==> src/rtl/sb_rd_arbiter_if.sv <==
// System-bus read channel: address request plus read-data return.
interface sb_rd_if #(
    parameter int unsigned ADDR_W = 32,
    parameter int unsigned DATA_W = 32
) ();
    logic              arvalid;
    logic              arready;
    logic [ADDR_W-1:0] araddr;
    logic              rvalid;
    logic              rready;
    logic [DATA_W-1:0] rdata;

    // Initiator side of the channel
    modport master (
        output arvalid, araddr, rready,
        input  arready, rvalid, rdata
    );

    // Target side of the channel
    modport slave (
        input  arvalid, araddr, rready,
        output arready, rvalid, rdata
    );
endinterface

==> src/rtl/sb_rd_arbiter.sv <==
// 2:1 system-bus read arbiter: instruction fetch (m0) and load/store (m1)
// share one slave read port, one outstanding read at a time.
module sb_rd_arbiter #(
    parameter int unsigned ADDR_W     = 32,
    parameter int unsigned DATA_W     = 32,
    parameter bit          PRIO_FIXED = 1'b0
) (
    input  logic   sb_clk,
    input  logic   sb_rst,
    sb_rd_if.slave  m0,
    sb_rd_if.slave  m1,
    sb_rd_if.master s
);

    typedef enum logic [1:0] {
        IDLE = 2'd0,
        ADDR = 2'd1,
        DATA = 2'd2
    } state_t;

    state_t            state;
    state_t            state_nxt;
    logic              grant;
    logic              grant_nxt;
    logic              last;
    logic              last_nxt;
    logic              rready_c;
    logic [ADDR_W-1:0] addr_c;
    logic [DATA_W-1:0] rdata_c;

    // State, grant and last-served registers; last=1 so m0 wins the first tie.
    always_ff @(posedge sb_clk) begin
        if (sb_rst) begin
            state <= IDLE;
            grant <= 1'b0;
            last  <= 1'b1;
        end else begin
            state <= state_nxt;
            grant <= grant_nxt;
            last  <= last_nxt;
        end
    end

    // Address and data steering follow the held grant.
    assign addr_c   = grant ? m1.araddr : m0.araddr;
    assign rready_c = grant ? m1.rready : m0.rready;
    assign rdata_c  = s.rdata;
    assign s.araddr = addr_c;
    assign m0.rdata = rdata_c;
    assign m1.rdata = rdata_c;

    // Next-state, grant selection and handshake routing.
    always_comb begin
        state_nxt  = state;
        grant_nxt  = grant;
        last_nxt   = last;
        s.arvalid  = 1'b0;
        s.rready   = 1'b0;
        m0.arready = 1'b0;
        m1.arready = 1'b0;
        m0.rvalid  = 1'b0;
        m1.rvalid  = 1'b0;
        case (state)
            IDLE: begin
                if (m0.arvalid || m1.arvalid) begin
                    if (m0.arvalid && m1.arvalid) begin
                        grant_nxt = PRIO_FIXED ? 1'b0 : ~last;
                    end else begin
                        grant_nxt = m1.arvalid;
                    end
                    state_nxt = ADDR;
                end
            end
            ADDR: begin
                s.arvalid = 1'b1;
                if (grant) begin
                    m1.arready = s.arready;
                end else begin
                    m0.arready = s.arready;
                end
                if (s.arready) begin
                    state_nxt = DATA;
                end
            end
            DATA: begin
                s.rready = rready_c;
                if (grant) begin
                    m1.rvalid = s.rvalid;
                end else begin
                    m0.rvalid = s.rvalid;
                end
                if (s.rvalid && rready_c) begin
                    last_nxt  = grant;
                    state_nxt = IDLE;
                end
            end
            default: state_nxt = IDLE;
        endcase
    end

endmodule

==> src/flat_wrapper.sv <==
// flat-port wrapper written by rule: the top's interface ports become plain ports
module sb_rd_arbiter_flat 
#(
    parameter int unsigned ADDR_W     = 32,
    parameter int unsigned DATA_W     = 32,
    parameter bit          PRIO_FIXED = 1'b0
)
  (sb_clk, sb_rst, m0_arvalid, m0_araddr, m0_rready, m0_arready, m0_rvalid, m0_rdata, m1_arvalid, m1_araddr, m1_rready, m1_arready, m1_rvalid, m1_rdata, s_arvalid, s_araddr, s_rready, s_arready, s_rvalid, s_rdata);
  sb_rd_if #(.ADDR_W(ADDR_W), .DATA_W(DATA_W)) m0_i ();
  sb_rd_if #(.ADDR_W(ADDR_W), .DATA_W(DATA_W)) m1_i ();
  sb_rd_if #(.ADDR_W(ADDR_W), .DATA_W(DATA_W)) s_i ();
  input  logic sb_clk;
  input  logic sb_rst;
  input wire logic [$bits(m0_i.arvalid)-1:0] m0_arvalid;
  input wire logic [$bits(m0_i.araddr)-1:0] m0_araddr;
  input wire logic [$bits(m0_i.rready)-1:0] m0_rready;
  output wire logic [$bits(m0_i.arready)-1:0] m0_arready;
  output wire logic [$bits(m0_i.rvalid)-1:0] m0_rvalid;
  output wire logic [$bits(m0_i.rdata)-1:0] m0_rdata;
  input wire logic [$bits(m1_i.arvalid)-1:0] m1_arvalid;
  input wire logic [$bits(m1_i.araddr)-1:0] m1_araddr;
  input wire logic [$bits(m1_i.rready)-1:0] m1_rready;
  output wire logic [$bits(m1_i.arready)-1:0] m1_arready;
  output wire logic [$bits(m1_i.rvalid)-1:0] m1_rvalid;
  output wire logic [$bits(m1_i.rdata)-1:0] m1_rdata;
  output wire logic [$bits(s_i.arvalid)-1:0] s_arvalid;
  output wire logic [$bits(s_i.araddr)-1:0] s_araddr;
  output wire logic [$bits(s_i.rready)-1:0] s_rready;
  input wire logic [$bits(s_i.arready)-1:0] s_arready;
  input wire logic [$bits(s_i.rvalid)-1:0] s_rvalid;
  input wire logic [$bits(s_i.rdata)-1:0] s_rdata;
  assign m0_i.arvalid = m0_arvalid;
  assign m0_i.araddr = m0_araddr;
  assign m0_i.rready = m0_rready;
  assign m0_arready = m0_i.arready;
  assign m0_rvalid = m0_i.rvalid;
  assign m0_rdata = m0_i.rdata;
  assign m1_i.arvalid = m1_arvalid;
  assign m1_i.araddr = m1_araddr;
  assign m1_i.rready = m1_rready;
  assign m1_arready = m1_i.arready;
  assign m1_rvalid = m1_i.rvalid;
  assign m1_rdata = m1_i.rdata;
  assign s_arvalid = s_i.arvalid;
  assign s_araddr = s_i.araddr;
  assign s_rready = s_i.rready;
  assign s_i.arready = s_arready;
  assign s_i.rvalid = s_rvalid;
  assign s_i.rdata = s_rdata;
  sb_rd_arbiter #(.ADDR_W(ADDR_W), .DATA_W(DATA_W), .PRIO_FIXED(PRIO_FIXED)) u_core (.sb_clk(sb_clk), .sb_rst(sb_rst), .m0(m0_i), .m1(m1_i), .s(s_i));
endmodule
==> config.mk <==
export PLATFORM = sky130hd
export DESIGN_NAME = sb_rd_arbiter_flat
export DESIGN_NICKNAME = d
export VERILOG_FILES = /design/src/rtl/sb_rd_arbiter_if.sv /design/src/rtl/sb_rd_arbiter.sv /design/src/flat_wrapper.sv
export SDC_FILE = /design/constraint.sdc
export NUM_CORES = 1
export LEC_CHECK = 0
export ABC_AREA = 1
export BUFFER_PORTS_ARGS = -buffer_cell sky130_fd_sc_hd__buf_2
export CAP_MARGIN = 20
export CORE_AREA = 2 2 79 81
export DETAILED_ROUTE_END_ITERATION = 8
export DIE_AREA = 0 0 81 83
export REMOVE_ABC_BUFFERS = 1
export SYNTH_ARGS = -nofsm -noshare
export SYNTH_HDL_FRONTEND = slang
export SYNTH_SLANG_ARGS = --single-unit
==> constraint.sdc <==
create_clock -name sb_clk -period 0.86 [get_ports sb_clk]
set_input_delay 0.043 -clock sb_clk [delete_from_list [all_inputs] [get_ports sb_clk]]
set_output_delay 0.043 -clock sb_clk [all_outputs]
set_load 0.02 [all_outputs]
### Word-level counts from Yosys, hierarchy flattened

Index checks and enable logic that the tools add are counted.

* register bits: 4
* input bits: 104

* eq/ne operators: 5
* multiplexer cells: 17
* bitwise gates (word level): 1
* reductions and logical operators: 7

Operators by type and width (number)
* 32-bit 2-to-1 mux: 1
* 1-bit 2-to-1 mux: 12
* 2-bit 2-to-1 mux: 3
* 2-bit one-hot mux with 3 select lines: 1
* 2-bit by 1-bit inequality test with 1-bit output (second input constant): 2
* 2-bit AND reduction: 2
* 3-bit AND reduction: 1
* 2-bit by 1-bit == test with 1-bit output (second input constant): 1
* 2-bit == test (second input constant): 1
* 1-bit logical AND: 2
* 2-bit logical NOT: 1
* 2-bit inequality test (second input constant): 1
* 1-bit logical OR: 1
* 1-bit inverter: 1

### Longest topological paths before layout

Gate-level depths: netlist (run 1).

* word-level depth: 4
* mapped depth: 6
* mapped depth without buffers: 6

### Worst setup path before layout (run 1)

Ideal clock, no wire load.

* kind: reg2out
* from: register u_core.state[0]
* to: output port m0_arready
* arrival: 1.187 ns
* setup slack: -0.370 ns
* stages on the path, launching flop included: 5
* path through: dfxtp_1 -> inv_1 -> nor2_1 -> nand2_1 -> nor2_1

* longest elaborated chain between the ends: 2

RTL lines
* from (decl): line sb_rd_arbiter.sv:21 `state_t state;`
* from (signal assigned): line sb_rd_arbiter.sv:38 `state <= state_nxt;`
* 2-bit by 1-bit == test with 1-bit output: line sb_rd_arbiter.sv:63 `case (state)`
* 1-bit 2-to-1 mux: line sb_rd_arbiter.sv:63
* to (decl): line flat_wrapper.sv:17 `output wire logic [$bits(m0_i.arready)-1:0] m0_arready;`

Every way passes these cells.

### Worst setup path in the final report (run 1)

* from: register u_core.grant
* to: output port s_araddr[10]

* longest elaborated chain between the ends: 1

RTL lines
* from (decl): line sb_rd_arbiter.sv:23 `logic grant;`
* from (signal assigned): line sb_rd_arbiter.sv:39 `grant <= grant_nxt;`
* 32-bit 2-to-1 mux: line sb_rd_arbiter.sv:45 `assign addr_c = grant ? m1.araddr : m0.araddr;`
* to (decl): line flat_wrapper.sv:27 `output wire logic [$bits(s_i.araddr)-1:0] s_araddr;`

Every way passes these cells.

==> results of run 1 <==
-- area by class of cell --
type	instances	area [um^2]
Clock buffer	3	41.29
Multi-Input combinational cell	124	555.5
Tap cell	75	93.84
Timing Repair Buffer	118	883.3
Sequential cell	4	86.33
Inverter	9	36.28
Fill cell	658	4119
-- report_power, final --
group	internal [mW]	total, mW	switching [mW]
Sequential	0.201	0.217	0.0169
Clock	0.299	0.408	0.109
Combinational	0.553	1.11	0.562
Total	1.05	1.74	0.688
-- cells by family (layout without fill, tap and decap cells) --
logic type | count (synthesis) | count (layout) | synth area share [%]
and+or+nand+nor | 119 | 119 | 40.72
buffers and inverters | 80 | 130 | 49.73
AOI/OAI and AO/OA | 5 | 5 | 2.525
DFF | 4 | 4 | 7.026
-- per-layer routing --
layer | global-route usage (%) | up-vias | wire length (um)
met3 | 18.80 | 7 | 1646
met2 | 23.82 | 169 | 2570
met4 | 3.390 | 0 | 39
met1 | 15.15 | 579 | 1806
met5 | 6.667 | - | 0
li1 | - | 655 | -
-- sequential cells by signal (all words and copies together), names as in the netlist --
register / cells
u_core.state: 2
u_core.grant: 1
u_core.last: 1
-- what timing repair did --
action / CTS / global route
hold buffers: 0 / 0
pin swaps: 2 / 6
endpoints found under the setup margin: 42 / 42
setup buffers: 2 / 0
cloned: 0 / 0
gates resized for setup: 91 / 18
-- metrics by stage --
step	instance area (um^2)	hold slack (ns)
final	1697	0.03290
after global routing	1697	0.04305
after CTS	1642	0.01717
after detailed placement	1324	0.08668
after global placement	1324	0.08668
after floorplan	606.8	0.08600
-- final timing paths --
| path | startpoint | end | slack [ns] |
|---|---|---|---|
| max reg2reg | u_core.state[0] | u_core.last | -0.18 |
| min reg2reg | u_core.last | u_core.last | 0.48 |
| min | sb_rst | u_core.state[0] | 0.03 |
| max | u_core.grant | s_araddr[10] | -0.28 |
-- cell usage in the layout, fill, tap and decap left out, types with 3 or more instances in the layout --
| cell type | n |
|---|---|
| sky130_fd_sc_hd__buf_6 | 36 |
| sky130_fd_sc_hd__inv_2 | 3 |
| sky130_fd_sc_hd__buf_4 | 7 |
| sky130_fd_sc_hd__inv_1 | 5 |
| sky130_fd_sc_hd__buf_2 | 71 |
| sky130_fd_sc_hd__nor2_1 | 3 |
| sky130_fd_sc_hd__nand2_2 | 13 |
| sky130_fd_sc_hd__nand2_1 | 94 |
| sky130_fd_sc_hd__clkbuf_8 | 3 |
| sky130_fd_sc_hd__nor2_4 | 3 |
-- worst reg2reg max path, stage by stage, from the launching register on --
cell                       delay, ns
sky130_fd_sc_hd__dfxtp_2        0.31
sky130_fd_sc_hd__inv_2          0.07
sky130_fd_sc_hd__nand2_2        0.07
sky130_fd_sc_hd__nor2_4         0.09
sky130_fd_sc_hd__buf_4          0.11
sky130_fd_sc_hd__buf_4          0.09
sky130_fd_sc_hd__nand2_1        0.05
sky130_fd_sc_hd__nand2_1        0.06
sky130_fd_sc_hd__nand3b_1       0.06
==> tab_implementation.tex, run 1 <==
\begin{tabular}{lr}
\hline
Metric & Value \\
\hline
\multicolumn{2}{l}{\textbf{Status}} \\
Violated checks & negative setup slack \\
Outcome & complete, but fails checks \\
\multicolumn{2}{l}{\textbf{Critical path}} \\
Logic depth of the worst path, buffers included & 5 \\
Data required time of the worst path & 0.82 ns \\
Critical Setup Path Class & reg2out \\
Highest fanout seen on the critical path & 17 \\
Worst-case reg-to-reg path depth & 8 \\
Count of buffering cells on the critical path with inverters included & 3 \\
CP arrival & 1.10 ns \\
Gate family responsible for the most delay along the worst path & flip-flops \\
Maximum cell stage delay along the critical path & 0.39 ns \\
CP cell instances & inv\_4, buf\_12, nand2\_1, nand2\_1, buf\_6 \\
Kind of start point of the critical path & flop \\
Cell with the largest stage delay on the worst path & sky130\_fd\_sc\_hd\_\_dfxtp\_4 \\
Capturing element type of the critical path & output port \\
CP dominant cell by count & sky130\_fd\_sc\_hd\_\_nand2\_1 \\
\multicolumn{2}{l}{\textbf{Place}} \\
Total of buffers placed on input and output ports & 109 \\
Post-placement cell count & 328 \\
Setup slack after placement & -0.1683 ns \\
Routability-driven placement congestion ratio & 1.001 \\
Half-perimeter wire length of the detailed placement result & 5.086 mm \\
\multicolumn{2}{l}{\textbf{Job}} \\
Max cap viols & 0 \\
\multicolumn{2}{l}{\textbf{STA}} \\
Period minus WS final & 1.139 ns \\
Setup TNS Final & -9.688 ns \\
Maximum clock frequency & 877.8 MHz \\
Post-route fraction of the period consumed by the critical path & 132.5\% \\
Worst Setup Slack, final & -0.2792 ns \\
Pins over their slew limit & 0 \\
Final worst clock skew & 0.001411 ns \\
Unrepaired setup endpoints after global routing & true \\
Final Setup Violations & 41 \\
Hold Violations, Final & 0 \\
Measured slew at the worst slew-check pin & 0.2428 ns \\
Tightest slew margin relative to the limit & 83.71\% \\
\multicolumn{2}{l}{\textbf{Hold path}} \\
Number of cells traversed by the worst hold path & 2 \\
Class of the tightest hold or removal check & in2reg \\
\multicolumn{2}{l}{\textbf{Drt}} \\
Length of the first detailed-routing pass in iterations & 4 \\
Via-to-Cell Ratio & 4.234 \\
Average wire length per cell after detail routing & 18.20 um \\
Sum of routed wire length over all layers & 6.061 mm \\
Iter 0 DRT Violations & 53 \\
Vias & 1410 \\
Number of routed nets with antenna violations & 0 \\
Number of remaining DRC errors & 0 \\
\multicolumn{2}{l}{\textbf{Clock network}} \\
Clock network latency to the later pin of the worst-skew pair & 0.22 ns \\
Inserted Clock Buffers & 3 \\
Clock tree from TritonCTS & yes \\
Clock sink count & 4 \\
Max Buffers Root-to-Sink & 2 \\
CTS H-tree depth & 1 \\
Root buffer cell & sky130\_fd\_sc\_hd\_\_clkbuf\_8 \\
Clock edge transition at the registers on the reported setup and hold paths & 0.03 ns \\
\multicolumn{2}{l}{\textbf{GRT}} \\
Initial antenna violation count & 0 \\
GR Overflow Total & 0 \\
Aggregate global-route resource usage & 16.52\% \\
Pin count of the biggest net entering global routing & 21 \\
Wire length of the first global-routing pass & 8.066 mm \\
Number of global-route vias before repair & 1330 \\
\multicolumn{2}{l}{\textbf{Layout}} \\
Layout cells sized above 1 & 58.14\% \\
Non-filler instance count after layout & 333 \\
\# nets final & 364 \\
Area delta synth->final & 48.85\% \\
Diodes inserted & 0 \\
Core occupancy in the finished layout & 29.17\% \\
\multicolumn{2}{l}{\textbf{Floorplanning}} \\
Core region area & 5816 um\^{}2 \\
Number of placement rows & 28 \\
I/O Pins & 206 \\
X dimension of the die & 81 um \\
Starting Density & 19.60\% \\
Die Y-Extent & 83 um \\
Area of the die & 6723 um\^{}2 \\
\multicolumn{2}{l}{\textbf{Logic synthesis}} \\
Top post-synthesis cells by count & sky130\_fd\_sc\_hd\_\_nand2\_1 (105), sky130\_fd\_sc\_hd\_\_buf\_4 (66), sky130\_fd\_sc\_hd\_\_inv\_1 (8), sky130\_fd\_sc\_hd\_\_nor2\_1 (8), sky130\_fd\_sc\_hd\_\_dfxtp\_1 (4) \\
Sequential element share of the synthesized area & 7.025\% \\
Yosys top cell by area & sky130\_fd\_sc\_hd\_\_buf\_4 \\
Number of unique standard cell types used by synthesis & 15 \\
Async S/R FF share, synth & 0\% \\
Post-Synthesis Mean Instance Area & 5.480 um\^{}2 \\
Yosys warns & 0 \\
Leading register cell type out of synthesis & sky130\_fd\_sc\_hd\_\_dfxtp\_1 \\
Top-count cell post-synth & sky130\_fd\_sc\_hd\_\_nand2\_1 \\
Number of flops mapped to enable cells by yosys & 0 \\
Cell count after synthesis & 208 \\
Yosys reg bits & 4 \\
Area contributors post-synth & sky130\_fd\_sc\_hd\_\_buf\_4 (43\%), sky130\_fd\_sc\_hd\_\_nand2\_1 (35\%), sky130\_fd\_sc\_hd\_\_dfxtp\_1 (7.0\%) \\
Post-synth design cell area & 1140 um\^{}2 \\
Yosys top cell area share & 43.47\% \\
\multicolumn{2}{l}{\textbf{Power and ir drop}} \\
Overall power after layout & 1.741 mW \\
Max VDD drop & 0.3524 mV \\
Power density over the cells & 1026 nW/um\^{}2 \\
Static leakage power & 0.9920 nW \\
\hline
\end{tabular}
(Power assumes the default switching activity.)
==> run 2, diff against run 1 <==
--- a/config.mk
+++ b/config.mk
@@ -5,7 +5,7 @@
 export SDC_FILE = /design/constraint.sdc
 export NUM_CORES = 1
 export LEC_CHECK = 0
-export ABC_AREA = 1
+export ABC_AREA = 0
 export BUFFER_PORTS_ARGS = -buffer_cell sky130_fd_sc_hd__buf_2
 export CAP_MARGIN = 20
 export CORE_AREA = 2 2 79 81
==> run 2 against run 1 <==
  * Largest cell class unchanged
  * Die area unchanged
  * The flow still finishes with violations (negative setup slack)
  * Cell count is 24% lower
  * First-iteration DRC count fell by 28%
  * Critical path type unchanged
  * Register-to-register slack got worse by 0.04 ns
  * Power down 13%
  * Worst hold slack gained 0.031 ns
  * Global-route usage is 4.3 points higher
==> tab_implementation.tex, run 2 <==
\begin{tabular}{lr}
\hline
Metric & Value \\
\hline
\multicolumn{2}{l}{\textbf{Logic synthesis}} \\
Number of unique standard cell types used by synthesis & 21 (+6) \\
Post-Synthesis Mean Instance Area & 8.409 um\^{}2 (+53\%) \\
Post-synth design cell area & 1085 um\^{}2 (-4.8\%) \\
Yosys warns & 0 (unchanged) \\
Yosys top cell area share & 44.29\% (+0.82 points) \\
Yosys top cell by area & sky130\_fd\_sc\_hd\_\_buf\_4 \\
Yosys reg bits & 4 (unchanged) \\
Top post-synthesis cells by count & sky130\_fd\_sc\_hd\_\_buf\_4 (64), sky130\_fd\_sc\_hd\_\_mux2\_2 (32), sky130\_fd\_sc\_hd\_\_dfxtp\_1 (4) \\
Number of flops mapped to enable cells by yosys & 0 (unchanged) \\
Area contributors post-synth & sky130\_fd\_sc\_hd\_\_buf\_4 (44\%), sky130\_fd\_sc\_hd\_\_mux2\_2 (33\%), sky130\_fd\_sc\_hd\_\_dfxtp\_1 (7.4\%) \\
Leading register cell type out of synthesis & sky130\_fd\_sc\_hd\_\_dfxtp\_1 \\
Async S/R FF share, synth & 0\% (unchanged) \\
Cell count after synthesis & 129 (-38\%) \\
Sequential element share of the synthesized area & 7.382\% (+0.36 points) \\
Top-count cell post-synth & sky130\_fd\_sc\_hd\_\_buf\_4 \\
\multicolumn{2}{l}{\textbf{Critical path}} \\
Data required time of the worst path & 0.82 ns (about the same) \\
Critical Setup Path Class & reg2out \\
Highest fanout seen on the critical path & 18 (+1) \\
Maximum cell stage delay along the critical path & 0.37 ns (-0.02 ns) \\
Worst-case reg-to-reg path depth & 4 (-4) \\
Crit Reg-Reg Startpoint & u\_core.grant \\
Capturing element type of the critical path & output port \\
CP arrival & 1.29 ns (+0.19 ns) \\
Setup slack on the worst flop-to-flop path & -0.22 ns (-0.04 ns) \\
Cell with the largest stage delay on the worst path & sky130\_fd\_sc\_hd\_\_mux2\_2 \\
Kind of start point of the critical path & flop \\
CP cell instances & buf\_12, mux2\_2, buf\_4 \\
R2R Path End & u\_core.state[1] \\
\multicolumn{2}{l}{\textbf{Floorplanning}} \\
Die Y-Extent & 83 um (unchanged) \\
Starting Density & 18.65\% (-0.95 points) \\
X dimension of the die & 81 um (unchanged) \\
I/O Pins & 206 (unchanged) \\
Core region area & 5816 um\^{}2 (unchanged) \\
Area of the die & 6723 um\^{}2 (unchanged) \\
Number of placement rows & 28 (unchanged) \\
\multicolumn{2}{l}{\textbf{Clock network}} \\
Count of hold-fix buffers inserted at cts & 0 (unchanged) \\
Inserted Clock Buffers & 3 (unchanged) \\
Clock network latency to the later pin of the worst-skew pair & 0.22 ns (about the same) \\
CTS H-tree depth & 1 (unchanged) \\
Clock tree from TritonCTS & yes \\
Clock sink count & 4 (unchanged) \\
Clock edge transition at the registers on the reported setup and hold paths & 0.03 ns (about the same) \\
Max Buffers Root-to-Sink & 2 (unchanged) \\
Root buffer cell & sky130\_fd\_sc\_hd\_\_clkbuf\_8 \\
\multicolumn{2}{l}{\textbf{Drt}} \\
Number of routed nets with antenna violations & 0 (unchanged) \\
Sum of routed wire length over all layers & 7.550 mm (+25\%) \\
Via-to-Cell Ratio & 4.551 (+7.5\%) \\
Number of remaining DRC errors & 0 (unchanged) \\
Vias & 1156 (-18\%) \\
Average wire length per cell after detail routing & 29.72 um (+63\%) \\
Iter 0 DRT Violations & 38 (-28\%) \\
Length of the first detailed-routing pass in iterations & 6 (+2) \\
\multicolumn{2}{l}{\textbf{STA}} \\
Worst Setup Slack, final & -0.4716 ns (-0.1924 ns) \\
Tightest slew margin relative to the limit & 77.58\% (-6.1 points) \\
Unrepaired setup endpoints after global routing & true \\
Hold Violations, Final & 0 (unchanged) \\
Period minus WS final & 1.332 ns (+0.1924 ns) \\
Pins over their slew limit & 0 (unchanged) \\
Final worst clock skew & 0.003712 ns (+0.002301 ns) \\
Maximum clock frequency & 751.0 MHz (-14\%) \\
Measured slew at the worst slew-check pin & 0.3337 ns (+0.09094 ns) \\
Final Setup Violations & 42 (+2.4\%) \\
Post-route fraction of the period consumed by the critical path & 154.8\% (+22 points) \\
Final Hold Slack & 0.06367 ns (+0.03076 ns) \\
\multicolumn{2}{l}{\textbf{Hold path}} \\
Worst Hold Launch & s\_arready \\
Class of the tightest hold or removal check & in2reg \\
Number of cells traversed by the worst hold path & 2 (unchanged) \\
Worst Hold Path EP & u\_core.state[0] \\
\multicolumn{2}{l}{\textbf{Place}} \\
Routability-driven placement congestion ratio & 0.8363 (-16\%) \\
Total of buffers placed on input and output ports & 109 (unchanged) \\
Setup slack after placement & -0.2335 ns (-0.06520 ns) \\
Post-Place Cell Area & 1281 um\^{}2 (-3.2\%) \\
Half-perimeter wire length of the detailed placement result & 6.955 mm (+37\%) \\
\multicolumn{2}{l}{\textbf{Status}} \\
Outcome & complete, but fails checks \\
Violated checks & negative setup slack \\
\multicolumn{2}{l}{\textbf{Layout}} \\
Cell area after layout & 1473 um\^{}2 (-13\%) \\
Diodes inserted & 0 (unchanged) \\
Area delta synth->final & 35.76\% \\
Most flops, register & u\_core.state \\
\# nets final & 285 (-22\%) \\
Registers with the most flip-flops & u\_core.state x2, u\_core.grant x1, u\_core.last x1 \\
Number of flip-flops in the largest register & 2 (unchanged) \\
Commonest cells after routing, fill and taps aside & sky130\_fd\_sc\_hd\_\_buf\_2 (88), sky130\_fd\_sc\_hd\_\_mux2\_2 (30), sky130\_fd\_sc\_hd\_\_buf\_4 (20) \\
Layout cells sized above 1 & 89.39\% (+31 points) \\
Most common library cell in the layout ignoring fill and taps & sky130\_fd\_sc\_hd\_\_buf\_2 \\
\multicolumn{2}{l}{\textbf{GRT}} \\
Pin count of the biggest net entering global routing & 19 (-9.5\%) \\
Aggregate global-route resource usage & 20.79\% (+4.3 points) \\
GR Overflow Total & 0 (unchanged) \\
Initial antenna violation count & 0 (unchanged) \\
Wire length of the first global-routing pass & 9.059 mm (+12\%) \\
Number of global-route vias before repair & 1121 (-16\%) \\
\multicolumn{2}{l}{\textbf{Power and ir drop}} \\
Max VDD drop & 0.3232 mV (-8.3\%) \\
Part of the power in registers & 14.5\% (+2.0 points) \\
Clock network fraction of design power & 25.8\% (+2.3 points) \\
Power density over the cells & 1034 nW/um\^{}2 (+0.74\%) \\
Internal power & 0.9696 mW (-7.9\%) \\
Static leakage power & 0.7402 nW (-25\%) \\
Share of power burned in combinational logic & 59.7\% (-4.3 points) \\
Switching power share of the total & 36.30\% (-3.2 points) \\
Sw power & 0.5526 mW (-20\%) \\
\multicolumn{2}{l}{\textbf{Job}} \\
Max cap viols & 0 (unchanged) \\
\hline
\end{tabular}
run 2: cell count changes in the layout (fill, tap and decap cells not counted), sizes merged, moves of 3 or more:
cell / delta
inv: -7
mux2: +32
nor2: -6
buf: -3
nand2: -104
run 2: kinds of logic (layout without fill, tap and decap cells):
group / Yosys count / in the layout / share of synthesized area [%]
muxes: 33 / 33 / 34.14
AOI/OAI and AO/OA: 8 / 8 / 4.498
and+or+nand+nor: 14 / 14 / 6.575
buffers and inverters: 70 / 120 / 47.40
DFF: 4 / 4 / 7.382
run 2: worst max path at each step:
stage                            start      endpoint  slack (ns)  depth (start not counted)
after floorplan           u_core.grant      s_rready       -0.83                          2
after global placement    u_core.grant  s_araddr[15]       -0.24                          3
after detailed placement  u_core.grant  s_araddr[15]       -0.23                          3
after CTS                 u_core.grant  s_araddr[15]       -0.46                          3
after global routing      u_core.grant  s_araddr[15]       -0.50                          3
final                     u_core.grant  s_araddr[15]       -0.47                          3
run 2: layout make-up:
type / count / area (um^2)
Fill cell: 661 / 4343
Timing Repair Buffer: 115 / 686.9
Multi-Input combinational cell: 55 / 554.3
Tap cell: 75 / 93.84
Sequential cell: 4 / 88.84
Clock buffer: 3 / 41.29
Inverter: 2 / 7.507
run 2: power by group through the flow:
stage	clock, mW	sequential [mW]	combinational (mW)
floorplan	0	0.243	0.391
global placement	0	0.218	0.795
detailed placement	0	0.219	0.798
CTS	0.406	0.220	0.866
global route	0.418	0.222	0.968
finish	0.392	0.221	0.910
run 2: what timing repair did:
action,4_1_cts,5_1_grt
gates resized for setup,26,18
endpoints found under the setup margin,42,42
hold endpoints to repair,0,0
pin swaps,0,3
setup buffers,1,1
run 2: stage by stage:
step | std cells | utilization (%) | total power, mW | setup TNS, ns
2_1_floorplan | 61 | - | 0.6336 | -29.40
3_3_place_gp | 250 | 22.03 | 1.013 | -7.920
3_5_place_dp | 250 | 22.03 | 1.017 | -8.178
4_1_cts | 254 | 24.31 | 1.493 | -16.45
5_1_grt | 254 | 25.32 | 1.608 | -17.56
6_report | 254 | 25.32 | 1.522 | -15.99
run 2: layer usage:
| metal | global-route usage (%) | vias up | share of wire [%] |
|---|---|---|---|
| li1 | - | 472 | - |
| met1 | 15.28 | 499 | 26 |
| met2 | 34.79 | 159 | 46 |
| met3 | 15.65 | 24 | 19 |
| met4 | 14.95 | 2 | 8.6 |
| met5 | 6.667 | - | 0.72 |
run 2: worst max-delay path, delay by kind of cell (launching register included):
kind	cells	cell delay (ns)
DFF	1	0.36
muxes	1	0.37
buffers and inverters	2	0.33
